<file path="config.mk">
export PLATFORM = sky130hd
export DESIGN_NAME = mem_bus_arbiter
export DESIGN_NICKNAME = d
export VERILOG_FILES = /design/src/rtl/mem_arb_pkg.sv /design/src/rtl/arb_wait_counter.sv /design/src/rtl/mem_bus_arbiter.sv
export SDC_FILE = /design/constraint.sdc
export NUM_CORES = 1
export LEC_CHECK = 0
export ABC_AREA = 1
export CAP_MARGIN = 10
export CORE_UTILIZATION = 38
export CTS_CLUSTER_SIZE = 20
export DETAILED_ROUTE_END_ITERATION = 10
export GPL_TIMING_DRIVEN = 1
export MAX_ROUTING_LAYER = met4
export PLACE_DENSITY_LB_ADDON = 0.08
export SYNTH_ARGS = -nofsm -noshare
export SYNTH_HDL_FRONTEND = slang
export SYNTH_SLANG_ARGS = --single-unit
</file>
<file path="constraint.sdc">
create_clock -name CLK -period 1.3 [get_ports CLK]
set_clock_uncertainty 0.05 [all_clocks]
set_input_delay 0.195 -clock CLK [delete_from_list [all_inputs] [get_ports CLK]]
set_output_delay 0.195 -clock CLK [all_outputs]
set_load 0.05 [all_outputs]
</file>
<file path="src/rtl/mem_arb_pkg.sv">
// Shared types and constants for the memory bus arbiter.
package mem_arb_pkg;

    // Bus sequencing states.
    typedef enum logic [1:0] {
        StIdle   = 2'd0,
        StAccess = 2'd1,
        StDone   = 2'd2
    } arb_state_e;

    // Requester identifiers, also used as the owner encoding.
    localparam logic PORT_FETCH = 1'b0;
    localparam logic PORT_LS    = 1'b1;

    // Width of the wait-state counter; covers WAIT_CYCLES up to 15.
    localparam int unsigned CNT_W = 4;

endpackage

</file>
<file path="src/rtl/arb_wait_counter.sv">
// Wait-state down-counter: load at grant, decrement during the access, flag zero.
module arb_wait_counter
    import mem_arb_pkg::*;
(
    input  logic             clk_i,
    input  logic             rst_ni,
    input  logic             load_i,
    input  logic [CNT_W-1:0] load_val_i,
    input  logic             dec_i,
    output logic [CNT_W-1:0] cnt_o,
    output logic             zero_o
);

    logic [CNT_W-1:0] cnt_q, cnt_d;

    // Next count: load wins over decrement; never wrap below zero.
    always_comb begin
        cnt_d = cnt_q;
        if (load_i) begin
            cnt_d = load_val_i;
        end else if (dec_i && (cnt_q != '0)) begin
            cnt_d = cnt_q - 1'b1;
        end
    end

    // Counter register.
    always_ff @(posedge clk_i or negedge rst_ni) begin
        if (!rst_ni) begin
            cnt_q <= '0;
        end else begin
            cnt_q <= cnt_d;
        end
    end

    assign cnt_o  = cnt_q;
    assign zero_o = (cnt_q == '0);

endmodule

</file>
<file path="src/rtl/mem_bus_arbiter.sv">
// Two-port external memory bus arbiter (fetch port 0, load/store port 1).
// Each access holds CS for WAIT_CYCLES+1 cycles, then pulses the owner's ack for one cycle.
// Optional: define ARB_ROUND_ROBIN_EN to alternate between ports on simultaneous requests;
// otherwise port 1 always wins.
module mem_bus_arbiter
    import mem_arb_pkg::*;
#(
    parameter int unsigned ADDR_W      = 32,
    parameter int unsigned DATA_W      = 32,
    parameter int unsigned WAIT_CYCLES = 1
) (
    input  logic              CLK,
    input  logic              Rst,
    input  logic              req0,
    input  logic [ADDR_W-1:0] addr0,
    output logic              ack0,
    output logic [DATA_W-1:0] rdata0,
    input  logic              req1,
    input  logic              we1,
    input  logic [ADDR_W-1:0] addr1,
    input  logic [DATA_W-1:0] wdata1,
    output logic              ack1,
    output logic [DATA_W-1:0] rdata1,
    output logic [ADDR_W-1:0] ADDR,
    output logic [DATA_W-1:0] Data_BUS_WRITE,
    input  logic [DATA_W-1:0] Data_BUS_READ,
    output logic              CS,
    output logic              WR_RD,
    output logic              busy,
    output logic              owner
);

    arb_state_e        state_q, state_d;
    logic [ADDR_W-1:0] addr_q, addr_d;
    logic [DATA_W-1:0] wdata_q, wdata_d;
    logic [DATA_W-1:0] rdata0_q, rdata0_d;
    logic [DATA_W-1:0] rdata1_q, rdata1_d;
    logic              cs_q, cs_d;
    logic              wr_q, wr_d;
    logic              ack0_q, ack0_d;
    logic              ack1_q, ack1_d;
    logic              owner_q, owner_d;
    logic              winner;
    logic              grant;
    logic              cnt_load, cnt_dec, cnt_zero;
    logic [CNT_W-1:0]  cnt_val;

    assign grant = (state_q == StIdle) && (req0 || req1);

`ifdef ARB_ROUND_ROBIN_EN
    // Preferred port for a tie; starts at port 1 and flips away from each grantee.
    logic pref_q, pref_d;

    // Arbitration: a lone request always wins, ties go to the preferred port.
    always_comb begin
        winner = req1 ? PORT_LS : PORT_FETCH;
        if (req0 && req1) begin
            winner = pref_q;
        end
    end

    // Pointer update on every grant.
    always_comb begin
        pref_d = pref_q;
        if (grant) begin
            pref_d = ~winner;
        end
    end

    // Round-robin pointer register.
    always_ff @(posedge CLK or negedge Rst) begin
        if (!Rst) begin
            pref_q <= PORT_LS;
        end else begin
            pref_q <= pref_d;
        end
    end
`else
    // Fixed priority: load/store beats fetch so fetch cannot starve it.
    always_comb begin
        winner = req1 ? PORT_LS : PORT_FETCH;
    end
`endif

    arb_wait_counter u_wait_counter (
        .clk_i      (CLK),
        .rst_ni     (Rst),
        .load_i     (cnt_load),
        .load_val_i (CNT_W'(WAIT_CYCLES)),
        .dec_i      (cnt_dec),
        .cnt_o      (cnt_val),
        .zero_o     (cnt_zero)
    );

    // FSM next-state and registered bus outputs.
    always_comb begin
        state_d  = state_q;
        addr_d   = addr_q;
        wdata_d  = wdata_q;
        rdata0_d = rdata0_q;
        rdata1_d = rdata1_q;
        cs_d     = cs_q;
        wr_d     = wr_q;
        owner_d  = owner_q;
        ack0_d   = 1'b0;
        ack1_d   = 1'b0;
        cnt_load = 1'b0;
        cnt_dec  = 1'b0;
        unique case (state_q)
            StIdle: begin
                if (grant) begin
                    state_d  = StAccess;
                    owner_d  = winner;
                    cs_d     = 1'b1;
                    cnt_load = 1'b1;
                    if (winner == PORT_LS) begin
                        addr_d  = addr1;
                        wr_d    = we1;
                        wdata_d = we1 ? wdata1 : '0;
                    end else begin
                        addr_d  = addr0;
                        wr_d    = 1'b0;
                        wdata_d = '0;
                    end
                end
            end
            StAccess: begin
                if (cnt_zero) begin
                    state_d = StDone;
                    cs_d    = 1'b0;
                    wr_d    = 1'b0;
                    if (owner_q == PORT_LS) begin
                        ack1_d = 1'b1;
                        if (!wr_q) begin
                            rdata1_d = Data_BUS_READ;
                        end
                    end else begin
                        ack0_d   = 1'b1;
                        rdata0_d = Data_BUS_READ;
                    end
                end else begin
                    cnt_dec = 1'b1;
                end
            end
            StDone: begin
                state_d = StIdle;
            end
            default: begin
                state_d = StIdle;
            end
        endcase
    end

    // State and output registers.
    always_ff @(posedge CLK or negedge Rst) begin
        if (!Rst) begin
            state_q  <= StIdle;
            addr_q   <= '0;
            wdata_q  <= '0;
            rdata0_q <= '0;
            rdata1_q <= '0;
            cs_q     <= 1'b0;
            wr_q     <= 1'b0;
            owner_q  <= 1'b0;
            ack0_q   <= 1'b0;
            ack1_q   <= 1'b0;
        end else begin
            state_q  <= state_d;
            addr_q   <= addr_d;
            wdata_q  <= wdata_d;
            rdata0_q <= rdata0_d;
            rdata1_q <= rdata1_d;
            cs_q     <= cs_d;
            wr_q     <= wr_d;
            owner_q  <= owner_d;
            ack0_q   <= ack0_d;
            ack1_q   <= ack1_d;
        end
    end

    assign ADDR           = addr_q;
    assign Data_BUS_WRITE = wdata_q;
    assign rdata0         = rdata0_q;
    assign rdata1         = rdata1_q;
    assign CS             = cs_q;
    assign WR_RD          = wr_q;
    assign owner          = owner_q;
    assign ack0           = ack0_q;
    assign ack1           = ack1_q;
    assign busy           = (state_q != StIdle);

endmodule
</file>
; Yosys cells after proc, flatten, opt, wreduce, memory -nomap -nowiden
; Index checks and enable logic that the tools add are counted.
[totals]
out_inout_bits = 134
word_cells = 56
register_bits = 139
in_bits = 133
[op_classes]
n_eq_ne = 3
add_sub_neg = 1
n_bitwise = 2
mux = 25
n_reduce_logical = 14
[op_table]
columns = cell, count
row1 = 32-bit 2-to-1 mux, 3
row2 = 1-bit 2-to-1 mux, 15
row3 = 4-bit 2-to-1 mux, 2
row4 = 3-bit AND reduction, 2
row5 = 2-bit nonzero test, 3
row6 = 4-bit zero test, 1
row7 = 2-bit 2-to-1 mux, 2
row8 = 2-bit != test (second input constant), 2
row9 = 1-bit one-hot mux with 2 select lines, 2
row10 = 2-bit one-hot mux with 2 select lines, 1
row11 = 2-bit AND reduction, 2
row12 = 4-bit AND reduction, 1
row13 = 4-bit nonzero test, 1
row14 = 4-bit by 1-bit subtractor with 4-bit output (second input constant), 1
row15 = 2-bit by 1-bit equality test with 1-bit output (second input constant), 1
row16 = 1-bit logical AND, 2
row17 = 2-bit zero test, 1
row18 = 1-bit NOT, 2
row19 = 1-bit logical OR, 1

; Logic depth before layout (Yosys ltp)
; Gate-level depths: netlist (run 1).
[depth]
depth_word = 6
ltp_mapped = 8
depth_no_buf = 7

; By module
; Synthesis (run 1) repeated with hierarchy kept, for this count alone.
[unflattened]
cells_unflattened = 734
hier_area_um2 = 5967.0
[by_module_without_submodules]
columns = mod, seq_area_each_um2, area_per_inst_um2, n_inst, cells_each
row1 = mem_bus_arbiter, 3378.2, 5671.7, 1, 688
row2 = arb_wait_counter, 100.1, 295.3, 1, 46

; Worst setup path after synthesis (run 1)
; No wires, ideal clock.
[synth_path]
kind = reg2reg
startpoint = register owner_q, in the netlist owner
endpoint = register rdata1_q[10], in the netlist rdata1[10]
setup_ps = 119
arrival_ps = 1406
path_stages_with_launch = 7
path_slack_ps = -275
path_cell_list = dfrtp_1 inv_2 nor2_1 nand2_1 buf_2 nand2_1 nand2_1
[synth_via]
elab_chain_cells = 1
[synth_lines]
columns = element, line
row1 = from (decl), mem_bus_arbiter.sv:42  ; logic owner_q, owner_d;
row2 = from (signal assigned), mem_bus_arbiter.sv:175  ; owner_q <= owner_d;
row3 = 4-bit AND reduction (no source line), n/a
row4 = to (signal assigned), mem_bus_arbiter.sv:172  ; rdata1_q <= rdata1_d;
row5 = to (decl), mem_bus_arbiter.sv:37  ; logic [DATA_W-1:0] rdata1_q, rdata1_d;
; Every way passes these cells.
; A chain may end at the register's enable or synchronous reset.

; Worst setup path after layout (run 1)
[layout_path]
startpoint = register u_wait_counter.cnt_q[0], in the netlist u_wait_counter.cnt_o[0]
endpoint = register rdata1_q[7], in the netlist rdata1[7]
[layout_via]
elab_chain_cells = 2
[layout_lines]
columns = element, line
row1 = from (decl), arb_wait_counter.sv:14  ; logic [CNT_W-1:0] cnt_q, cnt_d;
row2 = from (signal assigned), arb_wait_counter.sv:31  ; cnt_q <= cnt_d;
row3 = 4-bit zero test, arb_wait_counter.sv:36  ; assign zero_o = (cnt_q == '0);
row4 = 4-bit AND reduction (no source line), n/a
; Every way passes these cells.

==> results of run 1 <==
## metrics by stage
stage	worst slack (ns)	std cells
6_report	-0.189	1177
5_1_grt	-0.268	1177
4_1_cts	-0.189	1169
3_5_place_dp	-0.210	1127
3_3_place_gp	-0.149	1127
2_1_floorplan	-0.0436	681
## Yosys cell counts
library cell,n,area share (%)
sky130_fd_sc_hd__nor2_2,2,0.21
sky130_fd_sc_hd__nand4_1,1,0.11
sky130_fd_sc_hd__nand2_2,1,0.11
sky130_fd_sc_hd__nand2_1,272,17
sky130_fd_sc_hd__xor2_1,1,0.15
sky130_fd_sc_hd__nand3_1,61,5.2
sky130_fd_sc_hd__a21oi_1,1,0.085
sky130_fd_sc_hd__inv_2,2,0.13
sky130_fd_sc_hd__clkbuf_1,8,0.51
sky130_fd_sc_hd__dfrtp_1,139,59
sky130_fd_sc_hd__buf_6,7,1.3
sky130_fd_sc_hd__o21ai_1,19,1.6
sky130_fd_sc_hd__nand3_2,10,1.7
sky130_fd_sc_hd__inv_1,41,2.6
sky130_fd_sc_hd__o21ai_0,81,6.9
sky130_fd_sc_hd__nor2_1,3,0.19
sky130_fd_sc_hd__ha_1,2,0.42
sky130_fd_sc_hd__buf_4,4,0.51
sky130_fd_sc_hd__buf_2,25,2.1
sky130_fd_sc_hd__nor2_4,1,0.19
## worst paths after layout
check                                              from                      end  slack [ns]  cells after the start
worst max-delay path            u_wait_counter.cnt_o[0]                rdata1[7]       -0.19                      8
worst min-delay path                               req1  u_wait_counter.cnt_o[0]        0.24                      4
worst max register to register  u_wait_counter.cnt_o[0]                rdata1[7]       -0.19                      8
worst min register to register  u_wait_counter.cnt_o[0]  u_wait_counter.cnt_o[0]        0.48                      2
max in group asynchronous                           Rst                    owner        0.55                      3
min in group asynchronous                           Rst       Data_BUS_WRITE[24]        0.27                      3
## critical path, cell delays in order, from the launching register on
cell,delay [ns]
sky130_fd_sc_hd__dfrtp_1,0.39
sky130_fd_sc_hd__inv_2,0.09
sky130_fd_sc_hd__ha_4,0.15
sky130_fd_sc_hd__nand2_4,0.06
sky130_fd_sc_hd__nor2_4,0.17
sky130_fd_sc_hd__buf_8,0.18
sky130_fd_sc_hd__clkbuf_16,0.18
sky130_fd_sc_hd__nand3_2,0.06
sky130_fd_sc_hd__nand2_1,0.09
## timing repair
item	4_1_cts	5_1_grt
setup endpoints to repair	122	136
setup buffers	6	3
endpoints found under the hold margin	139	0
gates cloned	3	5
hold buffers	1	0
gates resized for setup	42	59
pin swaps	10	11
## logic make-up (layout without fill, tap and decap cells)
kind of cell / Yosys count / count (layout) / synth area share, %
adder cells (fa/ha/maj): 2 / 2 / 0.423
flip-flops: 139 / 139 / 58.8
AND/OR/NAND/NOR: 351 / 351 / 24.9
buffers and inverters: 87 / 395 / 7.19
XOR/XNOR: 1 / 1 / 0.148
AO/OA/AOI/OAI: 101 / 101 / 8.54
## state kept, by name (all words and copies together), names as in the netlist
signal                cells
WR_RD                     1
owner                     1
rdata1                   32
state_q                   2
rdata0                   32
ack0                      1
CS                        1
u_wait_counter.cnt_o      4
ack1                      1
ADDR                     32
Data_BUS_WRITE           32
## final cells by class
type,instances,area [um^2],area share [%]
clock buffer,20,447,3.86
sequential,139,3480,30.1
timing repair buffer,320,4750,41.1
clock inverter,12,171,1.48
tap,188,235,2.03
multi-input combinational,455,2310,20.0
inverter,43,164,1.42
## metal layers
layer | routed length [um] | track usage [%]
met2 | 10300 | 43.2
met4 | 470 | 10.4
met1 | 7500 | 28.1
met5 | 0 | -
met3 | 1240 | 5.69
## where the power goes
| part | internal [mW] | leakage [nW] | total (mW) | switching [mW] |
|---|---|---|---|---|
| logic | 10.5 | 3.34 | 22.5 | 12.0 |
| registers | 6.39 | 1.73 | 8.71 | 2.31 |
| clock network | 3.25 | 0.296 | 5.07 | 1.82 |
==> results by group, run 1 <==
Run status
  • Outcome: finished with violations
  • Violated checks: setup timing

Logic synthesis
  • Synthesized cell area: 5920 um^2
  • Synthesis Warnings: 0
  • Number of distinct library cells after synthesis: 20
  • Average footprint of a synthesized cell: 8.69 um^2
  • Number of synthesized register bits: 139
  • Sequential area share after synthesis: 58.8%
  • Syn Nets: between 800 and 900
  • Synth Instances: 681

Detailed routing
  • Routed via count divided by cell count: 4.86
  • Routed WL: 19.5 mm
  • WL per Instance: around 17 um
  • Via count of the routed design: 5,722
  • Length of the first detailed-routing pass in iterations: 4
  • DRC violation total after the first TritonRoute iteration: 392
  • Final antenna-violating net count: 0
  • Drt drc: 0

STA
  • Min Clock Period, post-route: around 1.5 ns
  • Setup ws final: -0.189 ns
  • Hold Violations, Final: 0
  • Max-slew violations: 0
  • Share of the clock period used by the worst path: 115%
  • Aggregate negative setup slack: -11.75 ns
  • Final Hold Slack: 0.242 ns
  • Total setup violations reported at the end of the flow: 132
  • Peak Freq: between 600 and 700 MHz
  • Setup repair after global routing missed its margin: true
  • Slew of the pin with the lowest slew margin: just over 0.4 ns
  • Relative slew slack: 73.1%

Clock tree
  • Clock Root Buffer: sky130_fd_sc_hd__clkbuf_16
  • Total CTS buffers: 17
  • Clock-pin slew on the worst setup and hold paths: roughly 0.060 ns
  • Longest Clk Path Bufs: 2
  • Clock tree from TritonCTS: done
  • Count of clock tree sinks: between 100 and 150
  • Level count of the clock H-tree: 4
  • Clock network latency to the later pin of the worst-skew pair: 0.41 ns

Global route
  • Global Route Usage Sum: roughly a quarter
  • Wire length of the first global-routing pass: 29.9 mm
  • Total congestion overflow: 0
  • Maximum number of pins on one net before global-route repair: 71
  • Number of global-route vias before repair: 5,779
  • Number of antenna violations at the first check in global routing: 0

Layout
  • Most frequent cells in the layout: 257 x sky130_fd_sc_hd__nand2_1, 148 x sky130_fd_sc_hd__buf_12, 137 x sky130_fd_sc_hd__dfrtp_1
  • Post-route core utilization: 76.1%
  • Final #Nets: 1,111
  • Share of final-layout standard cells stronger than drive strength 1: 30.4%
  • Number of fill cells in the layout: 973
  • Area growth from synthesis to final layout: 95.5%
  • Diodes inserted: 0
  • Final standard cell area without fillers: 11,600 um^2
  • Leading cell type in the layout, fill and taps excluded: sky130_fd_sc_hd__nand2_1

Power and ir drop
  • Power Total: 36.3 mW
  • Power per standard cell area: ~3100 nW/um^2
  • Leakage power total: 5.37 nW
  • Peak supply drop: 1.40 mV

Flow run
  • Maxcap violations: 0

Critical path
  • Endpoint type of the worst setup path: flip-flop
  • Startpoint types: flip-flop
  • Data arrival time at the worst-slack endpoint: 1.79 ns
  • Critical-path maximum fanout: 8
  • Type of the worst setup path: reg2reg
  • Required time worst endpoint: 1.60 ns

Floorplanning
  • Area of the die: roughly 16,000 um^2
  • Die W: 127 um
  • Core Box Area: 15,200 um^2
  • Die H: 127 um
  • Count of pins on the block boundary: 267
  • Starting Density: 38.9%
  • Number of cell rows: 45

Placement
  • Post-detail-place hpwl: 13.2 mm
  • Post-Place Cell Area: 10,400 um^2
  • IO Port Bufs: 266
  • Routability congestion estimate from global placement: 0.819

Hold path
  • Path category of the worst min-delay check: in2reg
No activity file was read; power rests on OpenSTA's default activity.
==> run 2, diff against run 1 <==
Settings changed: CORE_UTILIZATION 38 to 45.
Clock period 1.3 ns to 1.8 ns, I/O delays scaled along.
==> results by group, run 2 (same netlist as run 1, synthesis figures left out) <==
Critical path
  • Crit. Startpoint: rdata1[23]
  • Crit path largest cell delay: 0.54 ns (+0.15 ns)
  • Required time worst endpoint: 1.48 ns (-0.12 ns)
  • Family with the most delay on the worst path: buffers and inverters
  • Crit path depth: 1 (-7)
  • Number of buffer and inverter instances along the worst setup path: 1 (-2)
  • Endpoint type of the worst setup path: primary output
  • End point of the critical path: rdata1[23]
  • Type of the worst setup path: reg2out
  • Crit Reg-Reg Startpoint: u_wait_counter.cnt_o[0]
  • Register-to-register setup slack: 0.19 ns (+0.38 ns)
  • Slowest cell on the critical path: sky130_fd_sc_hd__dlygate4sd2_1
  • Ordered cell list for the critical path: dlygate4sd2_1
  • Startpoint types: flip-flop
  • Critical-path maximum fanout: 2 (-6)
  • Crit Reg-Reg Endpoint: rdata1[22]
  • Depth of the worst register-to-register path: 8 (unchanged)
  • Data arrival time at the worst-slack endpoint: 1.31 ns (-0.48 ns)

Layout
  • Area growth from synthesis to final layout: 54.1%
  • Share of final-layout standard cells stronger than drive strength 1: 19.2% (-11 points)
  • Leading cell type in the layout, fill and taps excluded: sky130_fd_sc_hd__nand2_1
  • Diodes inserted: 0 (unchanged)
  • Most frequent cells in the layout: 272 x sky130_fd_sc_hd__nand2_1, 139 x sky130_fd_sc_hd__dfrtp_1, 130 x sky130_fd_sc_hd__clkdlybuf4s50_1
  • Final #Nets: 1,080 (-2.8%)

Clock tree
  • Level count of the clock H-tree: 4 (unchanged)
  • Number of buffers added for setup after CTS: 0 (-6)
  • Count of clock tree sinks: 139 (unchanged)
  • Clock network latency to the later pin of the worst-skew pair: 0.41 ns (about the same)
  • Longest Clk Path Bufs: 2 (unchanged)
  • Clock tree from TritonCTS: done
  • Clock-pin slew on the worst setup and hold paths: 0.05 ns (about the same)
  • Clock Root Buffer: sky130_fd_sc_hd__clkbuf_16
  • Total CTS buffers: 17 (unchanged)

Detailed routing
  • DRC violation total after the first TritonRoute iteration: 302 (-23%)
  • Routed wl met3: 1.04 mm (-16%)
  • DR WL met2: 8.15 mm (-21%)
  • Met1 layer wirelength in the final routing: 6.51 mm (-13%)
  • Via count of the routed design: 5,443 (-4.9%)
  • Final antenna-violating net count: 0 (unchanged)
  • Routed via count divided by cell count: 4.83 (-0.74%)
  • Length of the first detailed-routing pass in iterations: 4 (unchanged)
  • Highest routed metal layer: met4
  • Drt drc: 0 (unchanged)
  • Routed WL: 16.0 mm (-18%)
  • WL per Instance: 14.2 um (-14%)

Global route
  • Number of antenna violations at the first check in global routing: 0 (unchanged)
  • Global Route Usage Sum: 24.9% (-0.15 points)
  • Maximum number of pins on one net before global-route repair: 53 (-25%)
  • Wire length of the first global-routing pass: 25.1 mm (-16%)
  • Number of global-route vias before repair: 5,186 (-10%)
  • Total congestion overflow: 0 (unchanged)

Run status
  • Outcome: finished clean

Power and ir drop
  • Leakage power total: 4.60 nW (-14%)
  • Peak supply drop: 1.08 mV (-23%)
  • Power Total: 20.2 mW (-44%)
  • Power per standard cell area: 2220 nW/um^2 (-29%)

STA
  • Hold Violations, Final: 0 (unchanged)
  • Aggregate negative setup slack: 0 ns (+11.75 ns)
  • Peak Freq: 612 MHz
  • Setup ws final: 0.166 ns (+0.355 ns)
  • Final Hold Slack: 0.171 ns (-0.0709 ns)
  • Min Clock Period, post-route: roughly 1.6 ns
  • Total setup violations reported at the end of the flow: 0 (-100%)
  • Slew of the pin with the lowest slew margin: 0.500 ns (+0.0975 ns)
  • Share of the clock period used by the worst path: ~91%
  • Relative slew slack: 66.8% (-6.4 points)
  • Max-slew violations: 0 (unchanged)
  • Setup repair after global routing missed its margin: false

Placement
  • Post-Place Setup Slack: 0.176 ns (+0.386 ns)
  • Post-detail-place hpwl: 11.7 mm (-11%)
  • IO Port Bufs: 266 (unchanged)
  • Routability congestion estimate from global placement: 0.774 (-5.5%)

Floorplanning
  • Count of pins on the block boundary: 267 (unchanged)
  • Die W: 117 um (-8.0%)
  • Number of cell rows: 41 (-8.9%)
  • Core Box Area: 12,700 um^2 (-16%)
  • Area of the die: 13,600 um^2 (-15%)
  • Starting Density: 46.5% (+7.6 points)
  • Die H: 117 um (-8.0%)

Hold path
  • Path category of the worst min-delay check: in2reg

Flow run
  • Maxcap violations: 0 (unchanged)
-- run 2: what timing repair did --
action | in CTS | in global routing
endpoints found under the setup margin | 22 | 1
hold endpoints to repair | 34 | 0
gates resized for setup | 22 | 1
hold buffers | 1 | 0
-- run 2: power by group --
part | switching (mW) | internal [mW]
combinational | 7.92 | 3.11
sequential | 0.869 | 4.61
clock | 1.28 | 2.42
-- run 2: stage by stage --
step,area [um^2],std cells,util (%)
after detailed placement,8500,1097,66.8
after global routing,9120,1128,71.7
final,9120,1128,71.7
after CTS,9110,1128,71.6
after floorplan,5920,681,-
after global placement,8500,1097,66.8
-- run 2: how the worst min path moves through the flow --
stage | depth (start not counted) | start | endpoint | slack, ns
floorplan | 0 | Rst | ADDR[0] | -0.08
global placement | 1 | Rst | ack0 | 0.14
finish | 3 | req1 | owner | 0.17
CTS | 3 | req1 | owner | 0.16
global route | 3 | req1 | owner | 0.19
detailed placement | 1 | Rst | ADDR[7] | 0.14
-- run 2: per-layer routing --
| layer | global-route usage (%) | vias up |
|---|---|---|
| met5 | - | - |
| met4 | 8.69 | 0 |
| met3 | 5.81 | 25 |
| met2 | 41.4 | 196 |
| met1 | 29.8 | 2532 |
| li1 | - | 2690 |
-- run 2: layout make-up --
class	count	area, um^2
Clock buffer	20	467
Clock inverter	10	165
Inverter	43	161
Tap cell	172	215
Timing Repair Buffer	289	2610
Multi-Input combinational cell	455	2030
Sequential cell	139	3480
Fill cell	990	3600
